## src/rtl/alu_cdb_unit_pkg.sv

```systemverilog
// Shared constants, types and small decode helpers for the ALU / CDB execution unit.
// Optional branch resolution is enabled by defining ALU_BRANCH_EN.
package alu_cdb_unit_pkg;

    localparam int unsigned ROB_IDX_W_DEF = 5;

    localparam logic [6:0] OP_R     = 7'b0110011;
    localparam logic [6:0] OP_I     = 7'b0010011;
    localparam logic [6:0] OP_LUI   = 7'b0110111;
    localparam logic [6:0] OP_AUIPC = 7'b0010111;
    localparam logic [6:0] OP_JAL   = 7'b1101111;
    localparam logic [6:0] OP_JALR  = 7'b1100111;
    localparam logic [6:0] OP_BR    = 7'b1100011;

    localparam logic [2:0] F3_ADD  = 3'b000;
    localparam logic [2:0] F3_SLL  = 3'b001;
    localparam logic [2:0] F3_SLT  = 3'b010;
    localparam logic [2:0] F3_SLTU = 3'b011;
    localparam logic [2:0] F3_XOR  = 3'b100;
    localparam logic [2:0] F3_SR   = 3'b101;
    localparam logic [2:0] F3_OR   = 3'b110;
    localparam logic [2:0] F3_AND  = 3'b111;

    localparam logic [2:0] F3_BEQ  = 3'b000;
    localparam logic [2:0] F3_BNE  = 3'b001;
    localparam logic [2:0] F3_BLT  = 3'b100;
    localparam logic [2:0] F3_BGE  = 3'b101;
    localparam logic [2:0] F3_BLTU = 3'b110;
    localparam logic [2:0] F3_BGEU = 3'b111;

    typedef enum logic [3:0] {
        ALU_ADD  = 4'd0,
        ALU_SUB  = 4'd1,
        ALU_SLL  = 4'd2,
        ALU_SLT  = 4'd3,
        ALU_SLTU = 4'd4,
        ALU_XOR  = 4'd5,
        ALU_SRL  = 4'd6,
        ALU_SRA  = 4'd7,
        ALU_OR   = 4'd8,
        ALU_AND  = 4'd9
    } alu_fn_e;

    typedef struct packed {
        logic [31:0] value;
        logic        br_taken;
        logic [31:0] br_target;
    } alu_res_t;

    // SUB only exists for register-register ops; immediates always add.
    function automatic alu_fn_e decode_fn(input logic [2:0] funct3,
                                          input logic       funct7_5,
                                          input logic       sub_ok);
        alu_fn_e fn;
        case (funct3)
            F3_ADD:  fn = (funct7_5 && sub_ok) ? ALU_SUB : ALU_ADD;
            F3_SLL:  fn = ALU_SLL;
            F3_SLT:  fn = ALU_SLT;
            F3_SLTU: fn = ALU_SLTU;
            F3_XOR:  fn = ALU_XOR;
            F3_SR:   fn = funct7_5 ? ALU_SRA : ALU_SRL;
            F3_OR:   fn = ALU_OR;
            F3_AND:  fn = ALU_AND;
            default: fn = ALU_ADD;
        endcase
        return fn;
    endfunction

    function automatic logic br_cond(input logic [2:0]  funct3,
                                     input logic [31:0] a,
                                     input logic [31:0] b);
        logic c;
        case (funct3)
            F3_BEQ:  c = (a == b);
            F3_BNE:  c = (a != b);
            F3_BLT:  c = ($signed(a) <  $signed(b));
            F3_BGE:  c = ($signed(a) >= $signed(b));
            F3_BLTU: c = (a <  b);
            F3_BGEU: c = (a >= b);
            default: c = 1'b0;
        endcase
        return c;
    endfunction

endpackage

```

## src/rtl/alu_cdb_unit_alu_core.sv

```systemverilog
// Combinational RV32I integer datapath: rd value plus optional branch/jump resolution.
// Branch outcome and target are produced only when ALU_BRANCH_EN is defined; otherwise both are zero.
module alu_core
    import alu_cdb_unit_pkg::*;
(
    input  logic [6:0]  opcode_i,
    input  logic [2:0]  funct3_i,
    input  logic        funct7_5_i,
    input  logic [31:0] rs1_i,
    input  logic [31:0] rs2_i,
    input  logic [31:0] imm_i,
    input  logic [31:0] pc_i,
    output alu_res_t    res_o
);

    alu_fn_e     fn_s;
    logic [31:0] op2_s;
    logic [4:0]  shamt_s;
    logic [31:0] alu_s;
    logic [31:0] value_s;
    logic [31:0] pc4_s;
    logic [31:0] pc_imm_s;
    logic        taken_s;
    logic [31:0] target_s;

    assign op2_s    = (opcode_i == OP_I) ? imm_i : rs2_i;
    assign shamt_s  = op2_s[4:0];
    assign pc4_s    = pc_i + 32'd4;
    assign pc_imm_s = pc_i + imm_i;

    // Operation select from funct3/funct7_5.
    always_comb begin
        fn_s = decode_fn(funct3_i, funct7_5_i, (opcode_i == OP_R));
    end

    // Arithmetic/logic result for R and I formats.
    always_comb begin
        alu_s = 32'd0;
        case (fn_s)
            ALU_ADD:  alu_s = rs1_i + op2_s;
            ALU_SUB:  alu_s = rs1_i - op2_s;
            ALU_SLL:  alu_s = rs1_i << shamt_s;
            ALU_SLT:  alu_s = {31'd0, ($signed(rs1_i) < $signed(op2_s))};
            ALU_SLTU: alu_s = {31'd0, (rs1_i < op2_s)};
            ALU_XOR:  alu_s = rs1_i ^ op2_s;
            ALU_SRL:  alu_s = rs1_i >> shamt_s;
            ALU_SRA:  alu_s = $signed(rs1_i) >>> shamt_s;
            ALU_OR:   alu_s = rs1_i | op2_s;
            ALU_AND:  alu_s = rs1_i & op2_s;
            default:  alu_s = 32'd0;
        endcase
    end

    // rd value per opcode; unknown opcodes and branches still broadcast zero.
    always_comb begin
        value_s = 32'd0;
        case (opcode_i)
            OP_R, OP_I:       value_s = alu_s;
            OP_LUI:           value_s = imm_i;
            OP_AUIPC:         value_s = pc_imm_s;
            OP_JAL, OP_JALR:  value_s = pc4_s;
            OP_BR:            value_s = 32'd0;
            default:          value_s = 32'd0;
        endcase
    end

`ifdef ALU_BRANCH_EN
    logic [31:0] jalr_sum_s;
    assign jalr_sum_s = rs1_i + imm_i;

    // Control-flow resolution; straight-line ops report fall-through.
    always_comb begin
        taken_s  = 1'b0;
        target_s = pc4_s;
        case (opcode_i)
            OP_BR: begin
                taken_s  = br_cond(funct3_i, rs1_i, rs2_i);
                target_s = pc_imm_s;
            end
            OP_JAL: begin
                taken_s  = 1'b1;
                target_s = pc_imm_s;
            end
            OP_JALR: begin
                taken_s  = 1'b1;
                target_s = {jalr_sum_s[31:1], 1'b0};
            end
            default: begin
                taken_s  = 1'b0;
                target_s = pc4_s;
            end
        endcase
    end
`else
    assign taken_s  = 1'b0;
    assign target_s = 32'd0;
`endif

    assign res_o.value     = value_s;
    assign res_o.br_taken  = taken_s;
    assign res_o.br_target = target_s;

endmodule

```

## src/rtl/alu_cdb_unit.sv

```systemverilog
// ALU execution unit: accepts one RS op per cycle, buffers results in a small FIFO and
// broadcasts them on the CDB under arbiter grant. Branch resolution gated by ALU_BRANCH_EN.
module alu_cdb_unit
    import alu_cdb_unit_pkg::*;
#(
    parameter int unsigned ROB_IDX_W = ROB_IDX_W_DEF,
    parameter int unsigned OUT_DEPTH = 2
)(
    input  logic                 clk_in,
    input  logic                 rst_n_in,
    input  logic                 rdy_in,
    input  logic                 rob_clear_up,
    input  logic                 issue_valid,
    output logic                 issue_ready,
    input  logic [6:0]           issue_opcode,
    input  logic [2:0]           issue_funct3,
    input  logic                 issue_funct7_5,
    input  logic [31:0]          issue_rs1_v,
    input  logic [31:0]          issue_rs2_v,
    input  logic [31:0]          issue_imm,
    input  logic [31:0]          issue_pc,
    input  logic [ROB_IDX_W-1:0] issue_rob_id,
    output logic                 cdb_valid,
    input  logic                 cdb_grant,
    output logic [ROB_IDX_W-1:0] cdb_rob_id,
    output logic [31:0]          cdb_value,
    output logic                 cdb_br_taken,
    output logic [31:0]          cdb_br_target
);

    localparam int unsigned PTR_W = (OUT_DEPTH > 1) ? $clog2(OUT_DEPTH) : 1;
    localparam int unsigned CNT_W = $clog2(OUT_DEPTH + 1);

    alu_res_t             res_s;
    alu_res_t             res_buf_q [OUT_DEPTH];
    logic [ROB_IDX_W-1:0] id_buf_q  [OUT_DEPTH];
    logic [PTR_W-1:0]     wr_ptr_q, wr_ptr_d;
    logic [PTR_W-1:0]     rd_ptr_q, rd_ptr_d;
    logic [CNT_W-1:0]     count_q, count_d;
    logic                 full_s;
    logic                 empty_s;
    logic                 flush_s;
    logic                 push_s;
    logic                 pop_s;

    alu_core u_alu_core (
        .opcode_i   (issue_opcode),
        .funct3_i   (issue_funct3),
        .funct7_5_i (issue_funct7_5),
        .rs1_i      (issue_rs1_v),
        .rs2_i      (issue_rs2_v),
        .imm_i      (issue_imm),
        .pc_i       (issue_pc),
        .res_o      (res_s)
    );

    assign full_s      = (count_q == CNT_W'(OUT_DEPTH));
    assign empty_s     = (count_q == {CNT_W{1'b0}});
    assign issue_ready = rdy_in & ~full_s;
    assign cdb_valid   = rdy_in & ~empty_s;

    // A flush overrides any same-cycle issue or grant.
    assign flush_s = rdy_in & rob_clear_up;
    assign push_s  = issue_valid & issue_ready & ~rob_clear_up;
    assign pop_s   = cdb_valid & cdb_grant & ~rob_clear_up;

    // FIFO pointer and occupancy next-state; depth is a power of two so pointers wrap naturally.
    always_comb begin
        wr_ptr_d = wr_ptr_q;
        rd_ptr_d = rd_ptr_q;
        count_d  = count_q;
        if (flush_s) begin
            wr_ptr_d = {PTR_W{1'b0}};
            rd_ptr_d = {PTR_W{1'b0}};
            count_d  = {CNT_W{1'b0}};
        end else begin
            if (push_s) begin
                wr_ptr_d = wr_ptr_q + PTR_W'(1);
            end else begin
                wr_ptr_d = wr_ptr_q;
            end
            if (pop_s) begin
                rd_ptr_d = rd_ptr_q + PTR_W'(1);
            end else begin
                rd_ptr_d = rd_ptr_q;
            end
            case ({push_s, pop_s})
                2'b10:   count_d = count_q + CNT_W'(1);
                2'b01:   count_d = count_q - CNT_W'(1);
                default: count_d = count_q;
            endcase
        end
    end

    // FIFO control state.
    always_ff @(posedge clk_in or negedge rst_n_in) begin
        if (!rst_n_in) begin
            wr_ptr_q <= {PTR_W{1'b0}};
            rd_ptr_q <= {PTR_W{1'b0}};
            count_q  <= {CNT_W{1'b0}};
        end else begin
            wr_ptr_q <= wr_ptr_d;
            rd_ptr_q <= rd_ptr_d;
            count_q  <= count_d;
        end
    end

    // Result storage; entries are cleared on reset so the idle CDB fields read zero.
    always_ff @(posedge clk_in or negedge rst_n_in) begin
        if (!rst_n_in) begin
            for (int i = 0; i < int'(OUT_DEPTH); i++) begin
                res_buf_q[i] <= '0;
                id_buf_q[i]  <= {ROB_IDX_W{1'b0}};
            end
        end else if (push_s) begin
            res_buf_q[wr_ptr_q] <= res_s;
            id_buf_q[wr_ptr_q]  <= issue_rob_id;
        end
    end

    assign cdb_rob_id    = id_buf_q[rd_ptr_q];
    assign cdb_value     = res_buf_q[rd_ptr_q].value;
    assign cdb_br_taken  = res_buf_q[rd_ptr_q].br_taken;
    assign cdb_br_target = res_buf_q[rd_ptr_q].br_target;

endmodule
```

## config.mk

```make
export PLATFORM = sky130hd
export DESIGN_NAME = alu_cdb_unit
export DESIGN_NICKNAME = d
export VERILOG_FILES = /design/src/rtl/alu_cdb_unit_pkg.sv /design/src/rtl/alu_cdb_unit_alu_core.sv /design/src/rtl/alu_cdb_unit.sv
export SDC_FILE = /design/constraint.sdc
export NUM_CORES = 1
export LEC_CHECK = 0
export ABC_AREA = 1
export CAP_MARGIN = 20
export CORE_MARGIN = 2
export CORE_UTILIZATION = 34
export DETAILED_ROUTE_END_ITERATION = 16
export GPL_TIMING_DRIVEN = 0
export HOLD_SLACK_MARGIN = 0.02
export PLACE_DENSITY = 0.54
export SYNTH_ARGS = -nofsm -noshare
export SYNTH_HDL_FRONTEND = slang
export SYNTH_SLANG_ARGS = --single-unit
```

## constraint.sdc

```tcl
create_clock -name clk_in -period 2 [get_ports clk_in]
set_clock_uncertainty 0.1 [all_clocks]
set_input_delay 0.2 -clock clk_in [delete_from_list [all_inputs] [get_ports clk_in]]
set_output_delay 0.2 -clock clk_in [all_outputs]
set_load 0.005 [all_outputs]
```

---- Word level (Yosys, flattened, before mapping) ----
Index checks and enable logic that the tools add are counted.
word-level totals
  register bits after elaboration ......... 144
  input port bits ......................... 150
  logic and storage cells ................. 101
cells by class
  $add $sub $neg .......................... 8
  $lt $le $gt $ge ......................... 5
  equal/unequal tests ..................... 25
  shifts and indexed selects .............. 3
  muxes and demuxes ....................... 24
  bitwise operators ....................... 15
  reductions and logical operators ........ 10
operator list
  operator                                                          count
  32-bit case mux with 10 select lines                              1
  65-bit 2-to-1 mux                                                 4
  130-bit bitwise mux                                               1
  32-bit case mux with 4 select lines                               1
  65-bit demux with 1-bit select                                    1
  32-bit adder                                                      2
  32-bit < comparator                                               2
  32-bit by 3-bit adder with 32-bit output (second input constant)  1
  32-bit AND                                                        1
  32-bit 2-to-1 mux                                                 1
  32-bit OR                                                         1
  4-bit case mux with 8 select lines                                1
  32-bit by 5-bit << shifter with 32-bit output                     1
  32-bit by 5-bit >> shifter with 32-bit output                     1
  32-bit by 5-bit >>> shifter with 32-bit output                    1
  32-bit subtractor                                                 1
  32-bit bitwise XOR                                                1
  5-bit 2-to-1 mux                                                  4
  4-bit by 3-bit == test with 1-bit output (second input constant)  4
  7-bit by 5-bit == test with 1-bit output (second input constant)  2
  7-bit by 6-bit == test with 1-bit output (second input constant)  2
  7-bit == test (second input constant)                             2
  3-bit == test (second input constant)                             4
  10-bit bitwise mux                                                1
  other kinds (26)                                                  49

---- Depth between registers and ports, before layout ----
Gate-level depths: netlist of run 1.
  depth in word-level cells ............... 8
  depth in mapped cells ................... 30

---- Modules after synthesis ----
A second synthesis of run 1 with hierarchy kept.
unflattened totals
  cells, all modules ...................... 3,496
  area total of the unflattened synthesis .. 20,005.4 µm²
modules (own cells, without submodules)
  module        times used  cells each  area an instance (µm²)  seq. area each (µm²)
  alu_core      1           2,699       13,596.8                0.0
  alu_cdb_unit  1           797         6,408.6                 3,603.5

---- Worst setup path before layout of run 1 ----
No wires, ideal clock.
  kind .................................... input port to flip-flop
  start point ............................. input port issue_opcode[6]
  end point ............................... register res_buf_q[33] in the netlist's numbering
  data arrival time ....................... 3.066 ns
  required time ........................... 1.783 ns
  setup slack ............................. -1.283 ns
  stages on the path ...................... 23
  buffers on the path ..................... 3
  path through ............................ inv_2 -> nand2_2 -> nor2_8 -> nand2_4 -> buf_6 -> clkbuf_1 -> o21ai_0 -> inv_1 -> ha_1 -> buf_2 -> inv_1 -> a21oi_1 -> o21ai_0 -> a21oi_1 -> nor2_1 -> a2111oi_0 -> nand3_1 -> nand3_1 -> nand2_1 -> nand2_1 -> nand2_1 -> nand2_1 -> nand2_1
between the ends
  cells in the longest elaborated chain, start to end .. 8
RTL lines
  item                                                                       RTL line                     RTL
  start, declared                                                            alu_cdb_unit.sv:15           input logic [6:0] issue_opcode,
  parallel branches: the longest is 6 deep, another holds 32-bit subtractor  --
  32-bit case mux with 4 select lines *                                      alu_cdb_unit_alu_core.sv:57  case (opcode_i)
  130-bit bitwise mux *                                                      alu_cdb_unit.sv:116          res_buf_q[wr_ptr_q] <= res_s;
  end signal, assigned by index                                              alu_cdb_unit.sv:116
  end, declared                                                              alu_cdb_unit.sv:35           alu_res_t res_buf_q [OUT_DEPTH];
Mark *: on every way between the ends.
A chain may end at the register's enable or synchronous reset.

---- Final worst setup path of run 1 ----
  start point ............................. input port issue_opcode[6]
  end point ............................... register res_buf_q[61] in the netlist's numbering
The elaborated chain is that of the path after synthesis.

==> metrics.cfg, run 1 <==
[worst_setup_path]
cp_common_cell = nand2_4
slowest_stage = fa_2
criticalPathCategory = in2reg
reg2reg_to = res_buf_q[127]
rr_startpoint = count_q[1]
worst-path-max-fanout = 5
rrSetupSlack_ns = -0.14
crit_start = issue_opcode[6]
worstSetupStartpointType = primary input
worst_r2r_path_depth = 8
cp.arrival_ns = 3.64
end_kind = register
crit_required_ns = 2.12
crit_path_max_incr_delay_ns = 0.35

[floorplan]
die_area_sq_mm = 0.05032
core.rowCount = 80
die_h_um = 224.3
ios = 222
die_x_um = 224.3
initial_core_util_pct = 34.50
coreArea_sq_mm = 0.04785

[logic_synthesis]
synth-adder-area-share_pct = 9.718
synth_cell_types = 65
synth_compound_area_share_pct = 21.76
synth_xor_area_share_pct = 0.7429
synth-edff-count = 0
netlist_instances = 2986
synth_top_family_by_area = simple AND/OR/NAND/NOR gates
yosys.area_share.simple_pct = 40.02
ys.flop_type = dfrtp_1
yosysWarningCount = 0
synth.area.mux_share_pct = 2.365
synth_area_per_cell_sq_um = 5.528
ys_ff_latch = 78
async_reset_ff_share_pct = 100.0
syn_area_sq_mm = 0.01651
ys_seq_area_share_pct = 11.83

[route]
routed_wl_um = 105300
num_vias = 23309
drt_iter0_drc = 2882
viasPerCell = 5.810
route.detailed.drc = 0
wl_per_cell_um = 26.24
first_pass_iters = 6
final_antenna_net_count = 0

[global_routing]
antenna_found_initial = 0
track_usage_pct = 39.98
grt_first_pass_wirelength_um = 146900
grt_pass1_vias = 21632
grt_max_degree = 41
grt.overflow.total = 0

[finish]
final_layout_size_suffix_gt1_share_pct = 28.02
diodes = 0
area.growth.synth_to_final_pct = 49.08
multi_input_area_sq_mm = 0.01540
n_fill_cell = 4875
regArea_sq_mm = 0.001952
layout.cells.non_filler = 4012
finalNetCount = 3670

[cts]
cts_htree_levels = 3
clock-sinks = 78
cts_tree = built
insertion_delay_ns = 0.33
root_buffer = clkbuf_16
clk_pin_slew_ns = 0.06
numCtsBuffers = 9
clockBufferDepth = 2

[place]
placed_cells = 3823
post-place-ws_ns = -3.207
gp_congestion = 1.018
io_buffers = 186
dp_hpwl_um = 84210

[sta]
hold_violations = 0
fin_crit_ns = 3.524
setup_viol = 69
max_freq_mhz = 283.8
rsz0062_at_grt = yes
tightest_slew_ns = 0.9553
max_slew_margin_pct = 36.32
final_max_slew_viol_count = 0
fin_crit_sh_pct = 176.2
worst_slack_ns = -1.524

[hold_path]
holdCritPathClass = in2async

[power_and_ir_drop]
p_leak_nw = 11.90
power.density_mw_per_mm2 = 438.9
ir_drop_mv = 0.3891

[status]
status = finished with violations
violations = setup timing

[flow_run]
maxCapViolCount = 0

[worst max-delay path, delay by kind of cell]
| kind | cells | cell delay, ns |
|---|---|---|
| buf+inv | 8 | 0.85 |
| compound gates | 4 | 0.57 |
| fa+ha+maj | 1 | 0.35 |
| simple gates | 17 | 1.64 |
[worst max path at each step]
stage | end | slack, ns
detailed placement | res_buf_q[127] | -3.21
CTS | res_buf_q[110] | -1.42
floorplan | res_buf_q[33] | -0.99
finish | res_buf_q[61] | -1.52
global route | res_buf_q[112] | -1.56
global placement | res_buf_q[127] | -3.18
[cell type report]
class | count | share of cell area [%]
well taps | 615 | 3.127
clock buffers | 9 | 0.9153
plain buffers | 153 | 5.278
clock inverters | 6 | 0.2542
inverters | 363 | 5.863
flip-flops and latches | 78 | 7.932
repair buffers | 372 | 14.04
multi-input cells | 2416 | 62.59
[cells in the mapped netlist (all sizes together), types with 5 or more instances]
cell type / count / area, sq um
o221ai: 14 / 122.6
o21a: 8 / 60.06
xor2: 10 / 87.58
a21boi: 5 / 37.54
nand3: 268 / 1351
nand4: 20 / 125.1
buf: 97 / 629.4
nor3: 38 / 200.2
inv: 360 / 1354
nand2: 980 / 3719
a221oi: 16 / 140.1
a21o: 8 / 60.06
clkbuf: 64 / 240.2
nor2: 230 / 898.4
or2: 27 / 168.9
mux2: 29 / 326.6
dfrtp: 78 / 1952
o211ai: 38 / 295.3
nand3b: 5 / 37.54
ha: 125 / 1564
o31ai: 5 / 37.54
a211oi: 6 / 45.04
o22ai: 13 / 81.33
a21oi: 192 / 960.9
mux2i: 6 / 63.81
nor4: 13 / 81.33
o21ai: 286 / 1491
a31oi: 10 / 62.56
[logic make-up (layout without fill, tap and decap cells)]
kind of cell | count (synthesis) | count (layout)
DFF | 78 | 78
other | 1 | 33
adders and majority gates | 127 | 127
muxes | 35 | 35
AOI/OAI and AO/OA | 623 | 623
buffers and inverters | 524 | 903
xor gates and xnor gates | 14 | 14
and+or+nand+nor | 1584 | 1584
[power breakdown]
| part | switching (W) | total [W] | internal, W |
|---|---|---|---|
| Clock | 0.000656 | 0.00162 | 0.000960 |
| Combinational | 0.00442 | 0.00721 | 0.00279 |
| Sequential | 0.000139 | 0.00197 | 0.00183 |
| Total | 0.00522 | 0.0108 | 0.00558 |
[stage by stage]
step	hold slack, ns	total power (W)	util [%]	setup TNS (ns)	instance area, sq um
after floorplan	-0.1956	0.005148	-	-51.32	17180
after global placement	0.3536	0.007412	41.41	-337.92	19820
after detailed placement	0.1128	0.007445	41.51	-194.56	19860
after CTS	0.3019	0.01004	48.27	-78.22	23090
after global routing	0.3411	0.01130	51.43	-87.41	24610
final	0.2946	0.01080	51.43	-83.46	24610
[metal layers]
metal	share of wire, %	track usage [%]	vias up	wire length (um)
li1	-	-	10579	-
met1	42	54.62	11139	43890
met2	42	60.19	1338	44090
met3	11	8.125	253	11190
met4	5.8	18.61	0	6125
met5	0	0	-	0
[timing repair]
item,CTS,global route
endpoints found under the setup margin,112,89
setup buffers,99,75
hold buffers,1,0
gates cloned,7,1
endpoints found under the hold margin,38,0
gates resized for setup,680,286
pin swaps,171,177
[sequential cells by signal, summed over array words and instances, names as in the netlist]
register,flops
res_buf_q,64
wr_ptr_q,1
count_q,2
id_buf_q,10
rd_ptr_q,1
[layout by cell type, fill, tap and decap left out, types with 19 or more instances in the layout]
master / n
nand2_1: 796
inv_1: 308
nand3_1: 217
buf_4: 184
nor2_1: 183
a21oi_1: 126
clkdlybuf4s50_1: 124
o21ai_0: 114
nand2_2: 112
ha_1: 98
o21ai_1: 97
dfrtp_1: 78
nand2_4: 57
o21ai_2: 50
buf_6: 43
buf_2: 41
a21oi_2: 40
inv_2: 39
nand3_2: 36
o211ai_1: 36
conb_1: 33
dlygate4sd2_1: 32
nor2_2: 28
clkbuf_1: 26
a21oi_4: 26
o21ai_4: 25
mux2_2: 25
nor3_1: 24
buf_12: 21
ha_4: 21
nand4_1: 20
or2_2: 19
Power figures use the tool's default switching activity.
==> run 2, diff against run 1 <==
==> constraint.sdc (replaced) <==
create_clock -name clk_in -period 3.4 [get_ports clk_in]
set_clock_uncertainty 0.1 [all_clocks]
set_input_delay 0.34 -clock clk_in [delete_from_list [all_inputs] [get_ports clk_in]]
set_output_delay 0.34 -clock clk_in [all_outputs]
set_load 0.005 [all_outputs]
==> metrics.cfg, run 2 (same netlist as run 1, synthesis figures left out) <==
[cts]
clock-sinks = 78
clockBufferDepth = 2
root_buffer = clkbuf_16
insertion_delay_ns = 0.35
clk_pin_slew_ns = 0.06
cts_htree_levels = 3
numCtsBuffers = 9
cts_tree = built

[route]
route.detailed.drc = 0
final_antenna_net_count = 0
viasPerCell = 5.809
routed_wl_um = 104900
wl_per_cell_um = 26.45
drt_iter0_drc = 2749
num_vias = 23031
first_pass_iters = 6

[floorplan]
core.rowCount = 80
die_x_um = 224.3
coreArea_sq_mm = 0.04785
ios = 222
die_area_sq_mm = 0.05032
initial_core_util_pct = 34.50
die_h_um = 224.3

[worst_setup_path]
cp_common_cell = nand2_1
crit_required_ns = 3.54
rrSetupSlack_ns = 0.65
slowest_stage = clkdlybuf4s50_1
criticalPathCategory = in2reg
crit_path_max_incr_delay_ns = 0.85
worst_r2r_path_depth = 9
end_kind = register
worst-path-max-fanout = 5
crit_path_cell_trace = clkdlybuf4s50_1, inv_1, ha_4, nand2_4, nor2_4, inv_2, nor2_4, nand4_1, nand3_2, a21oi_1, o21ai_0, nand3_1, nor2_1, nand2_2, nand2_1, nand2_1, nand2_1, nand2_1
rr_startpoint = count_q[1]
worstSetupStartpointType = primary input
reg2reg_to = res_buf_q[60]
cp.arrival_ns = 3.87

[sta]
setup_viol = 53
final_max_slew_viol_count = 0
max_slew_margin_pct = 30.66
rsz0062_at_grt = yes
tightest_slew_ns = 1.032
tns_ns = -7.390
hold_violations = 0
max_freq_mhz = 267.6
fin_crit_ns = 3.736
worst_slack_ns = -0.3363
fin_crit_sh_pct = 109.9

[power_and_ir_drop]
ir_drop_mv = 0.2220
p_total_w = 0.005996
p_leak_nw = 11.20
power.density_mw_per_mm2 = 258.3

[global_routing]
grt_first_pass_wirelength_um = 147700
grt.overflow.total = 0
track_usage_pct = 40.19
grt_pass1_vias = 21654
antenna_found_initial = 5
grt_max_degree = 65

[status]
status = finished with violations
violations = setup timing

[finish]
n_fill_cell = 5114
final_common_cell = nand2_1
finalNetCount = 3620
final_cell_mix = nand2_1 (857), inv_1 (315), nand3_1 (237)
largest_register_ffs = 64
area.growth.synth_to_final_pct = 40.63
largest_register = res_buf_q
final_layout_size_suffix_gt1_share_pct = 22.11
top_regs = res_buf_q x64, id_buf_q x10, count_q x2

[place]
dp_hpwl_um = 84810
gp_congestion = 1.051
io_buffers = 186

[hold_path]
holdCritPathClass = in2async

[flow_run]
maxCapViolCount = 0

==> run 2: cell types whose count changed in the layout (fill, tap and decap cells not counted), sizes merged, moves of 2 or more <==
cell	delta
clkdlybuf4s50	+43
diode	+3
dlymetal6s2s	+3
buf	-62
dlygate4sd2	-27
clkdlybuf4s15	-3
clkbuf	-2
==> run 2: cell type report <==
cell class                      instances  area, sq um  share of cell area, %
Timing Repair Buffer                  330         3144                  13.55
Inverter                              363         1406                  6.059
Sequential cell                        78         1952                  8.409
Buffer                                145         1091                  4.700
Multi-Input combinational cell       2416        14580                  62.80
Clock inverter                          5        36.28                 0.1563
Tap cell                              615        769.5                  3.315
Antenna cell                            3        7.507                0.03234
Clock buffer                           10        229.0                 0.9864
==> run 2: worst max path at each step <==
stage	startpoint	end	slack, ns	cells after the start
after floorplan	issue_opcode[6]	res_buf_q[124]	0.02	25
after global placement	issue_opcode[4]	res_buf_q[118]	-2.89	22
after detailed placement	issue_opcode[4]	res_buf_q[118]	-2.77	22
after CTS	issue_opcode[3]	res_buf_q[47]	-0.19	29
after global routing	issue_opcode[6]	res_buf_q[61]	-0.34	28
final	issue_rs1_v[16]	res_buf_q[115]	-0.34	18
==> run 2: report_power, final <==
group          switching, W  total (W)  internal (W)
sequential        0.0000812    0.00116       0.00108
combinational       0.00248    0.00394       0.00146
clock              0.000408   0.000901      0.000493
total               0.00297    0.00600       0.00303
==> run 2: timing repair <==
action                     in CTS  in global routing
gates cloned                    3                  1
hold endpoints to repair       14                  0
pin swaps                     132                117
resized for setup             548                187
hold buffers                    1                  0
setup endpoints to repair      64                 64
buffers inserted               76                 60
==> run 2: routing by layer <==
| layer | share of wire (%) | vias to the layer above | track usage (%) |
|---|---|---|---|
| met5 | 0 | - | 0 |
| met4 | 5.4 | 0 | 17.84 |
| met3 | 10 | 251 | 9.118 |
| met2 | 42 | 1338 | 60.61 |
| met1 | 42 | 10962 | 54.58 |
| li1 | - | 10480 | - |
==> run 2: critical path, delay by kind of cell <==
kind | cells | cell delay [ns]
simple gates | 12 | 1.62
compound gates | 2 | 0.24
buf+inv | 3 | 1.23
fa+ha+maj | 1 | 0.43
==> run 2: through the flow <==
stage	instances	util [%]	worst slack [ns]	cell area, sq um	hold WS (ns)
after floorplan	3018	-	0.02437	16630	-0.05559
after global placement	3819	40.25	-2.889	19260	0.3542
after detailed placement	3822	40.34	-2.775	19300	0.1157
after CTS	3903	46.25	-0.1865	22130	0.2742
after global routing	3965	48.51	-0.3357	23210	0.2877
final	3965	48.51	-0.3363	23210	0.2851
==> run 3, diff against run 2 <==
--- a/config.mk
+++ b/config.mk
@@ -9,10 +9,12 @@
 export CAP_MARGIN = 20
 export CORE_MARGIN = 2
 export CORE_UTILIZATION = 34
+export CTS_CLUSTER_SIZE = 8
 export DETAILED_ROUTE_END_ITERATION = 16
 export GPL_TIMING_DRIVEN = 0
 export HOLD_SLACK_MARGIN = 0.02
 export PLACE_DENSITY = 0.54
+export REMOVE_ABC_BUFFERS = 1
 export SYNTH_ARGS = -nofsm -noshare
 export SYNTH_HDL_FRONTEND = slang
 export SYNTH_SLANG_ARGS = --single-unit
==> metrics.cfg, run 3 (same netlist as run 1, synthesis figures left out) <==
[status]
status = finished with violations
violations = setup timing

[finish]
layout.cells.non_filler = 3826
diodes = 0
final_cell_mix = nand2_1 (892), inv_1 (315), nand3_1 (237)
n_fill_cell = 5187
top_regs = res_buf_q x64, id_buf_q x10, count_q x2
final_layout_size_suffix_gt1_share_pct = 18.69
largest_register_ffs = 64
finalNetCount = 3483
fin_area_sq_mm = 0.02232
final_common_cell = nand2_1
largest_register = res_buf_q
area.growth.synth_to_final_pct = 35.21

[worst_setup_path]
cp.arrival_ns = 3.64
end_kind = register
criticalPathCategory = in2reg
crit_family = compound AO/OA/AOI/OAI gates
crit_path_max_incr_delay_ns = 0.46
slowest_stage = a2111oi_4
crit_required_ns = 3.59
rrSetupSlack_ns = 0.78
crit_buf_inv = 7
worstSetupStartpointType = primary input
worst-path-max-fanout = 6
cp_common_cell = nand2_1

[route]
drt_iter0_drc = 2372
wl_per_cell_um = 24.31
routed_wl_um = 93000
first_pass_iters = 6
route.detailed.drc = 0
viasPerCell = 5.758
final_antenna_net_count = 0
num_vias = 22032

[place]
dp_hpwl_um = 71530
io_buffers = 188
placed_area_sq_mm = 0.01875
gp_congestion = 0.9887
placed_cells = 3678

[global_routing]
track_usage_pct = 35.34
antenna_found_initial = 0
grt.overflow.total = 0
grt_pass1_vias = 20653
grt_max_degree = 85
grt_first_pass_wirelength_um = 132600

[floorplan]
ios = 222
die_area_sq_mm = 0.05032
die_h_um = 224.3
coreArea_sq_mm = 0.04785
initial_core_util_pct = 34.50
die_x_um = 224.3
core.rowCount = 80

[hold_path]
holdCritPathClass = reg2reg

[sta]
worst_slack_ns = -0.04997
max_freq_mhz = 289.9
max_slew_margin_pct = 21.83
tns_ns = -0.07487
tightest_slew_ns = 1.163
final_max_slew_viol_count = 0
rsz0062_at_grt = yes
hold_violations = 0
fin_crit_ns = 3.450
fin_crit_sh_pct = 101.5
setup_viol = 3

[power_and_ir_drop]
ir_drop_mv = 0.2276
p_total_w = 0.005775
p_leak_nw = 10.59
power.density_mw_per_mm2 = 258.8

[cts]
clk_pin_slew_ns = 0.06
insertion_delay_ns = 0.35
root_buffer = clkbuf_16
clock-sinks = 78
numCtsBuffers = 9
cts_tree = built
clockBufferDepth = 2
cts_htree_levels = 3

[flow_run]
maxCapViolCount = 0

-- run 3: worst reg2reg max path, cell delays in order, from the launching register on --
cell	delay, ns
dfrtp_1	0.41
inv_1	0.09
nor2_1	0.04
nor2_1	0.15
nand3_1	0.25
nor2_4	0.57
clkinv_1	0.46
buf_12	0.29
nand2_1	0.11
nand2_1	0.05
-- run 3: final timing paths --
kind / startpoint / to / cells after the start
setup / recovery: issue_opcode[2] / res_buf_q[33] / 25
hold / removal: res_buf_q[41] / res_buf_q[41] / 2
setup reg to reg: count_q[1] / res_buf_q[37] / 9
hold reg to reg: res_buf_q[41] / res_buf_q[41] / 2
max in group asynchronous: rst_n_in / res_buf_q[41] / 3
min in group asynchronous: rst_n_in / id_buf_q[4] / 2
-- run 3: timing repair --
action / in CTS / in global routing
endpoints found under the hold margin: 29 / 0
pin swaps: 79 / 104
resized for setup: 387 / 200
setup buffers: 71 / 44
setup endpoints to repair: 64 / 64
gates cloned: 12 / 3
hold buffers: 1 / 0
-- run 3: metal layers --
layer	wire, um	vias to the layer above	track usage [%]	part of all wire (%)
li1	-	10242	-	-
met1	40230	10545	48.22	43
met2	41450	1066	56.59	45
met3	6483	179	3.462	7.0
met4	4833	0	15.53	5.2
met5	0	-	0	0
-- run 3: final cells by class --
type | count | area (sq um) | share of cell area (%)
Clock inverter | 6 | 66.31 | 0.2971
Multi-Input combinational cell | 2425 | 14490 | 64.93
Tap cell | 615 | 769.5 | 3.448
Timing Repair inverter | 3 | 26.28 | 0.1177
Sequential cell | 78 | 1953 | 8.751
Timing Repair Buffer | 326 | 3358 | 15.05
Clock buffer | 10 | 239.0 | 1.071
Inverter | 363 | 1414 | 6.335
-- run 3: report_power, final --
group | switching, W | internal (W)
clock | 0.000413 | 0.000594
combinational | 0.00225 | 0.00136
sequential | 0.0000833 | 0.00108
-- run 3: per-stage QoR --
stage / worst slack (ns) / utilization (%) / hold slack [ns]
after floorplan: -0.9044 / - / -0.05559
after global placement: -4.665 / 38.47 / 0.3554
after detailed placement: -3.217 / 39.18 / 0.2062
after CTS: -0.03863 / 44.16 / 0.3747
after global routing: -0.1224 / 46.64 / 0.3892
final: -0.04997 / 46.64 / 0.3726
==> RTL edit (settings of run 3) <==
Build with the macro `ALU_BRANCH_EN` defined.
--- a/src/rtl/alu_cdb_unit_alu_core.sv
+++ b/src/rtl/alu_cdb_unit_alu_core.sv
@@ -2,2 +2,4 @@
 // Branch outcome and target are produced only when ALU_BRANCH_EN is defined; otherwise both are zero.
+`define ALU_BRANCH_EN
+
 module alu_core
Behaviour: not the same (Yosys sat finds a counterexample within 4 cycles, from zero or initial values and one cycle with rst_n_in low).
==> RTL edit against run 3 <==
- the run still ends with negative setup slack left
- combinational power rose by 44%
- sequential cell count is 66 higher
- critical path depth is 3 lower
- routed wire length up 21%
- worst setup slack lost 0.036 ns
- total power up 67%
- area after synthesis rose by 36%
- global-route usage down 3.7 points
- final area increased by 30%
==> RTL edit: results (changes against run 3) <==
[final_layout]
nets = 4516  ; +30%
reg.largest.list = res_buf_q: 130 flops, id_buf_q: 10 flops, count_q: 2 flops
final.fill_count = 7149  ; +38%
multi_input_gates = 3151  ; +30%
area_share_clock_buf_inv_pct = 2.04  ; +0.67 points
signal_buffers = 357  ; +9.5%
layout-drive-gt1-share_pct = 13.7  ; -5.0 points
design.seq.count = 144  ; +85%
fin_util_pct = 44.2  ; -2.5 points
inverters = 505  ; +38%
regArea_um2 = 3610  ; +85%
area_share_nonclk_buffers_pct = 12.7  ; -2.3 points
multiInputGateArea_um2 = 18000  ; +24%

[timing]
tightest_slew_ns = 1.18  ; +0.0137 ns
fin_ws_ns = -0.0859  ; -0.0359 ns
finalSetupViolations = 4  ; +1
finalSetupTns_ns = -0.248  ; -0.173 ns

[route]
drt-initial-drc-count = 3537  ; +49%
route.met2.wl_um = 46800  ; +13%
vias = 28200  ; +28%
wl_met1_um = 50300  ; +25%
dr_wl_met3_um = 10700  ; +66%

[global_route]
grt_max_degree = 90  ; +5.9%
met3_usage_pct = 5.02  ; +1.6 points
grt_pass1_wl_um = 162000  ; +22%
grtUsageTotal_pct = 31.7  ; -3.7 points
grt.met2_usage_pct = 47.5  ; -9.1 points

[outcome]
status = finished, violations left
violations = negative setup slack

[clock_network]
cts_inserted_buffers = 17  ; +8
post_cts_buffers = 84  ; +18%
cts_htree_levels = 4  ; +1
clkLatencyLatePin_ns = 0.45  ; +0.10 ns
cts_resized = 364  ; -5.9%

[pwr]
p_comb_mw = 5.21  ; +44%
p_seq_share_pct = 25.5  ; +5.4 points
peakVddDrop_mv = 0.369  ; +62%
p_per_area_nw_per_um2 = 333  ; +29%

[critical_path]
slowest_stage = o21ai_0
slowest_delay_ns = 0.53  ; +0.07 ns
cp.arrival_ns = 3.70  ; +0.06 ns
crit_fanout = 34  ; +28
critPathTopFamily = simple AND/OR/NAND/NOR gates

[place]
dpl_cell_area_um2 = 25500  ; +36%
dp_cells = 4887  ; +33%
numPortBuffers = 221  ; +18%
dpl.hpwl_um = 85100  ; +19%
place_ws_ns = -3.08  ; +0.138 ns

[yosys]
syn_inst = 3934  ; +32%
synthTopCellsByArea = nand2_1 21%, dfrtp_1 16%, ha_1 10%, nand3_1 9.5%, inv_1 8.1%
ys_seq_area_share_pct = 16.0  ; +4.2 points

[min_path]
min_path_type = in -> async

==> RTL edit: cell count changes after synthesis, sizes merged, moves of 52 or more <==
cell and change:
ha +62, inv +134, dfrtp +66, nand2 +292, a21oi +52, nand3 +161
==> RTL edit: logic make-up after synthesis <==
kind of cell	share of synthesized area [%]
AND/OR/NAND/NOR	39.4
AO/OA/AOI/OAI	18.8
buffers and inverters	11.6
adder cells (fa/ha/maj)	10.7
flip-flops	16.0
XOR/XNOR	1.60
multiplexers	1.89
==> RTL edit: worst paths after layout <==
kind,from,end,slack [ns]
worst min register to register,res_buf_q[57],res_buf_q[57],0.37
min in group clk_in,issue_rob_id[0],id_buf_q[0],0.35
max in group asynchronous,rst_n_in,res_buf_q[26],1.98
worst max-delay path,issue_opcode[6],res_buf_q[99],-0.09
worst max register to register,count_q[1],res_buf_q[91],0.54
worst min-delay path,rst_n_in,count_q[0],0.32
